==> config.mk <==
export PLATFORM = sky130hd
export DESIGN_NAME = pwls_mixer
export DESIGN_NICKNAME = d
export VERILOG_FILES = /design/src/rtl/pwls_pkg.sv /design/src/rtl/pwls_dsm.sv /design/src/rtl/pwls_mixer.sv
export SDC_FILE = /design/constraint.sdc
export NUM_CORES = 1
export LEC_CHECK = 0
export ABC_AREA = 1
export CORE_MARGIN = 5
export CORE_UTILIZATION = 60
export CTS_BUF_LIST = sky130_fd_sc_hd__clkbuf_8
export DETAILED_ROUTE_END_ITERATION = 10
export GPL_TIMING_DRIVEN = 0
export PLACE_DENSITY_LB_ADDON = 0.12
export SLEW_MARGIN = 10
export SYNTH_ARGS = -nofsm -noshare
export SYNTH_HDL_FRONTEND = slang
export SYNTH_HIERARCHICAL = 1
export SYNTH_SLANG_ARGS = --single-unit
==> constraint.sdc <==
create_clock -name clk -period 2.3 [get_ports clk]
set_input_delay 0.23 -clock clk [delete_from_list [all_inputs] [get_ports clk]]
set_output_delay 0.23 -clock clk [all_outputs]
set_load 0.1 [all_outputs]
==> src/rtl/pwls_pkg.sv <==
// pwls_pkg: shared widths and signed saturation helper for the pwls output path
package pwls_pkg;
  localparam int DEF_BITS = 12;
  localparam int DEF_OUT_BITS = 12;
  function automatic logic signed [31:0] sat(input logic signed [31:0] v, input int w);
    logic signed [31:0] hi, lo;
    hi = (32'sd1 <<< (w - 1)) - 32'sd1;
    lo = -(32'sd1 <<< (w - 1));
    return v > hi ? hi : v < lo ? lo : v;
  endfunction
endpackage

==> src/rtl/pwls_dsm.sv <==
// pwls_dsm: first-order delta-sigma modulator turning a signed sample into a 1-bit stream
module pwls_dsm #(
  parameter int OUT_BITS = 12
) (
  input  logic                       clk,
  input  logic                       reset,
  input  logic signed [OUT_BITS-1:0] sample,
  output logic                       pdm
);
  logic [OUT_BITS-1:0] u, err;
  logic [OUT_BITS:0] nxt;
  // offset-binary input added to the running error; the carry is the output bit
  always_comb begin
    u = {~sample[OUT_BITS-1], sample[OUT_BITS-2:0]};
    nxt = {1'b0, err} + {1'b0, u};
  end
  // error accumulator and registered bitstream
  always_ff @(posedge clk or posedge reset)
    if (reset) begin
      err <= '0;
      pdm <= 1'b0;
    end else begin
      err <= nxt[OUT_BITS-1:0];
      pdm <= nxt[OUT_BITS];
    end
endmodule

==> src/rtl/pwls_mixer.sv <==
// pwls_mixer: sums per-channel samples per frame, scales/saturates the mix, drives a PDM pin
module pwls_mixer
  import pwls_pkg::*;
#(
  parameter int BITS = DEF_BITS,
  parameter int ACC_BITS = 14,
  parameter int SHIFT = 1,
  parameter int OUT_BITS = DEF_OUT_BITS
) (
  input  logic                       clk,
  input  logic                       reset,
  input  logic                       in_valid,
  input  logic                       in_last,
  input  logic signed [BITS-1:0]     in_sample,
  output logic signed [OUT_BITS-1:0] sample_out,
  output logic                       sample_strobe,
  output logic                       clip,
  output logic                       pdm_out
);
  logic signed [ACC_BITS-1:0] acc;
  logic ovf;
  logic signed [31:0] sum_raw, sum_sat, scaled, out_sat;
  logic acc_hit, out_hit;
  // saturating frame sum, floor-shifted and clamped to the output range
  always_comb begin
    sum_raw = 32'(acc) + 32'(in_sample);
    sum_sat = sat(sum_raw, ACC_BITS);
    acc_hit = sum_sat != sum_raw;
    scaled = sum_sat >>> SHIFT;
    out_sat = sat(scaled, OUT_BITS);
    out_hit = out_sat != scaled;
  end
  // frame accumulator, sticky overflow and registered frame result
  always_ff @(posedge clk or posedge reset)
    if (reset) begin
      acc <= '0;
      ovf <= 1'b0;
      sample_out <= '0;
      sample_strobe <= 1'b0;
      clip <= 1'b0;
    end else begin
      sample_strobe <= in_valid & in_last;
      if (in_valid && in_last) begin
        sample_out <= out_sat[OUT_BITS-1:0];
        clip <= ovf | acc_hit | out_hit;
        acc <= '0;
        ovf <= 1'b0;
      end else if (in_valid) begin
        acc <= sum_sat[ACC_BITS-1:0];
        ovf <= ovf | acc_hit;
      end
    end
  pwls_dsm #(.OUT_BITS(OUT_BITS)) u_dsm (
    .clk(clk),
    .reset(reset),
    .sample(sample_out),
    .pdm(pdm_out)
  );
endmodule

* Word level (Yosys, flattened, before mapping) *
Cells that the tools add are included.

operators by class
  $add $sub $neg = 2
  bitwise gates (word level) = 4
  reductions and logical operators = 2
  multiplexer cells = 8
  magnitude comparators = 4
  eq/ne operators = 2

operators with widths
  operator                number
  $mux W32                4
  $ne A32 B15 Y1          1
  $ne A32 B31 Y1          1
  $gt A31 B12 Y1 const B  1
  $lt A31 B12 Y1 const B  1
  $mux W14                2
  $add A14 B12 Y15        1
  $gt A15 B14 Y1 const B  1
  $lt A15 B14 Y1 const B  1
  $add A12 B12 Y13        1
  $mux W1                 2
  $or A1 B1 Y1            2
  $reduce_bool A2 Y1      1
  $and A1 B1 Y1           1
  $logic_and A1 B1 Y1     1
  $not A1 Y1              1

word-level totals
  word-level logic and storage cells = 29
  output and inout bits = 15
  register bits after elaboration = 42
  bits of input ports = 16

* Longest topological paths before layout *
  word-level depth = 9
  mapped depth = 16
  depth with buffers taken out = 15

* Modules after synthesis *
Netlist, hierarchy kept.

modules (own cells, without submodules)
  module      instances  cells each  area an instance (sq um)  seq. area each (sq um)
  pwls_mixer  1          306         2207.1                    725.7
  pwls_dsm    1          137         1001.0                    325.3

* Worst setup path after synthesis *
Ideal clock, no wire load.

  path type = reg-to-reg
  start = register sample_out[0]
  end = register u_dsm.err[6]
  buffers on the path = 0
  setup time = 0.126 ns
  setup slack = 0.176 ns
  required time = 2.174 ns
  stages on the path, launching flop included = 8
  arrival time = 1.998 ns
  clock period less this slack = 2.124 ns
  path through = dfrtp_1 -> ha_1 -> fa_1 -> nand3_1 -> nand3_2 -> nand2_1 -> nand2_1 -> xor2_1

on the way
  longest elaborated chain between the ends = 1

ends and longest elaborated chain
  item                      RTL line          text
  start: declaration        pwls_mixer.sv:15  output logic signed [OUT_BITS-1:0] sample_out,
  start signal: assignment  pwls_mixer.sv:44  sample_out <= out_sat[OUT_BITS-1:0];
  $add A12 B12 Y13          pwls_dsm.sv:15    nxt = {1'b0, err} + {1'b0, u};
  named net u_dsm.nxt[6]    pwls_dsm.sv:11    logic [OUT_BITS:0] nxt;
  end signal: assignment    pwls_dsm.sv:23    err <= nxt[OUT_BITS-1:0];
  end: declaration          pwls_dsm.sv:10    logic [OUT_BITS-1:0] u, err;

The timed path passes the listed nets, and every way through them passes these cells.
A chain may end at the register's enable or synchronous reset.

* Worst setup path in the final report *
  start = register acc[0]
  end = register acc[5]

on the way
  longest elaborated chain between the ends = 6
  elaborated cells between the ends (all ways) = 7
  those cells by class = add/sub (1); order compare (2); mux (4)

ends and longest elaborated chain
  item                      RTL line          text
  start: declaration        pwls_mixer.sv:20  logic signed [ACC_BITS-1:0] acc;
  start signal: assignment  pwls_mixer.sv:49  acc <= sum_sat[ACC_BITS-1:0];
  $add A14 B12 Y15 (*)      pwls_mixer.sv:26  sum_raw = 32'(acc) + 32'(in_sample);
  $lt A15 B14 Y1            pwls_pkg.sv:9     return v > hi ? hi : v < lo ? lo : v;
  $mux W32                  pwls_pkg.sv:9
  $mux W32 (*)              pwls_pkg.sv:9
  $mux W14 (*)              pwls_mixer.sv:48  end else if (in_valid) begin
  $mux W14 (*)              pwls_mixer.sv:43  if (in_valid && in_last) begin

Every way passes the cells marked *; elsewhere a longest branch is shown, timed or not. The select of a mux whose other input is x is not followed.

==> impl_metrics.csv <==
group,metric,value,unit
critical_path,crit_fanout,7,
place,dp_hpwl,5840,um
timing,period_needed,2350,ps
synth,syn-cell-area,0.00321,mm2
cts,cts-htree-levels,2,
timing,finalClockSkew,6.95,ps
synth,yosys_warnings,6,
cts,tritoncts.num_buffers,5,
cts,ctsRootBufferMaster,"clkbuf_8",
global_route,grt_pass1_vias,2809,
route,route.detailed.drc,0,
synth,synthTopCellsByArea,"dfrtp_1 33%, nand2_1 16%, ha_1 10%",
floorplanning,rows,26,
route,drt_iter0_markers,155,
critical_path,critPathKind,"reg2reg",
floorplanning,ioPinCount,31,
synth,synth_seq_cells,42,
cts,clkLatencyLatePin,300,ps
timing,fin_crit_sh,102,%
global_route,grt_use_total,22.3,%
critical_path,crit_required,2470,ps
cts,path_clk_slew,90,ps
route,drt-wirelength-per-cell,14.3,um
critical_path,rrSetupSlack,-50,ps
timing,hold_viol_final,0,
critical_path,critPathCaptureType,"register",
synth,ys_seq_area_share,32.8,%
place,io_buffers,30,
layout,drive_above_1_share,20.3,%
global_route,overflow,0,
route,vias_per_cell,5.28,
timing,setup_viol,24,
synth,synth_top_area_share,32.8,%
layout,fin_util,78.0,%
global_route,antenna_found_initial,0,
floorplanning,initial_core_util,62.4,%
layout,antennaDiodeCount,0,
floorplanning,die_width,83.1,um
critical_path,start_kind,"register",
run,maxCapViolCount,0,
timing,tightest_slew,1080,ps
timing,slew_viol_final,0,
layout,syn2layout_area_growth,24.9,%
route,dr.pass1.iters,4,
layout,fillers,408,
layout,final_nets,535,
synth,synthesis.nets,487,
cts,numClockSinks,42,
timing,setup_slack,-48.6,ps
floorplanning,core_area,0.00514,mm2
route,ant_nets,0,
place,dp.cells,543,
timing,fmax,0.426,GHz
synth,yosysUniqueCellTypes,31,
global_route,grt_pass1_wl,12700,um
route,routed_wl,8010,um
route,dr_total_vias,2968,
synth,post-synth-top-area-cell,"dfrtp_1",
critical_path,worstPathArrival,2520,ps
timing,whs,288,ps
synth,syn_inst,443,
cts,cts_tree,"built",
place,pre_cts_slack,-418,ps
cts,clockBufferDepth,2,
floorplanning,dieArea,0.00691,mm2
layout,finalNonFillerCells,562,
outcome,violations,"negative setup slack",
synth,avgSynthCellArea,7.24,um2
global_route,grt_max_degree,30,
timing,rsz0062_at_grt,"true",
outcome,status,"finished with violations",
floorplanning,die_y,83.1,um
hold_path,min_path_type,"in2async",
timing,maxSlewHeadroom,27.4,%
place,gp_congestion,0.890,
[registers in the layout (all words and copies together) (netlist names)]
register       cells
acc               14
sample_out        12
u_dsm/err         12
clip               1
ovf                1
sample_strobe      1
u_dsm/pdm          1
[logic make-up after synthesis]
kind of cell    count (synthesis)  share of synthesized area, %
compound gates                 47                          9.56
xor+xnor                       13                          3.55
fa+ha+maj                      28                          11.4
buf+inv                        72                          9.24
flops                          42                          32.8
simple gates                  241                          33.5
[cell usage in the layout, fill, tap and decap left out, drive strengths merged]
master         count
fa                 2
nand2            162
or2                1
nand3             25
o21ai             14
o22ai              3
clkbuf            10
o21bai             2
buf               12
bufinv             1
xnor2              2
a21oi             27
xor2              11
nor2              40
o211ai             1
dlymetal6s2s       1
ha                26
and2               2
nor3               2
clkinv             1
nand4              8
dfrtp             42
clkinvlp           1
inv               66
clkdlybuf4s50     29
nand3b             1
[path summary, 6_finish.rpt]
kind,depth (start not counted),to,from
hold / removal,2,u_dsm/err[7],reset
min in group clk,4,acc[0],in_sample[0]
hold reg to reg,1,u_dsm/err[0],u_dsm/err[0]
setup / recovery,16,acc[5],acc[0]
max in group asynchronous,2,acc[8],reset
setup reg to reg,16,acc[5],acc[0]
[final cells by class]
cell class	instances	area, um2	share of cell area (%)
clock inverter	3	41.3	1.03
timing repair buffer	41	437	10.9
multi-input combinational	329	2020	50.5
sequential	42	1050	26.2
inverter	66	248	6.18
buffer	6	52.6	1.31
clock buffer	5	68.8	1.72
tap	70	87.6	2.19
[cells in the mapped netlist]
master,number
a21oi_1,14
a21oi_2,13
and2_1,2
buf_6,2
buf_8,1
clkbuf_1,3
dfrtp_1,42
fa_1,2
ha_1,26
inv_1,60
inv_2,6
nand2_1,137
nand2_2,22
nand2_4,3
nand3_1,23
nand3_2,2
nand3b_1,1
nand4_1,8
nor2_1,35
nor2_2,5
nor3_1,1
nor3_2,1
o211ai_1,1
o21ai_0,8
o21ai_1,5
o21ai_4,1
o21bai_1,2
o22ai_1,3
or2_0,1
xnor2_1,2
xor2_1,11
[critical path, stage by stage (launching register included)]
cell and delay, ps:
dfrtp_1 370, ha_2 220, inv_2 50, fa_2 410, inv_2 70, nand4_1 130
nand2_2 170, nand2_4 80, nand2_4 80, nand2_4 60, nand2_8 100, nand2_8 80
buf_8 150, nand2_2 70, nand2_4 50, nand2_2 60, o21ai_2 60
[layer usage]
layer  GRT usage [%]  vias up  wire, um
li1                -     1491         -
met1            30.3     1385      3640
met2            36.8       79      3840
met3            3.86       13       419
met4            5.94        0       106
met5               0        -         0
[per-stage QoR]
step | TNS, ps | instance area (um2)
2_1_floorplan | 0 | 3210
3_3_place_gp | -8910 | 3600
3_5_place_dp | -9700 | 3600
4_1_cts | 0 | 3720
5_1_grt | -3530 | 4010
6_report | -699 | 4010
[what timing repair did]
action / CTS / global route
pin swaps: 2 / 14
gates cloned: 0 / 3
buffers inserted: 1 / 7
hold buffers: 0 / 0
setup endpoints to repair: 24 / 26
resized for setup: 3 / 43
Power is left out: the tool's default activity adds up to more than one toggle a clock period on the data nets, which glitch-free logic cannot reach.
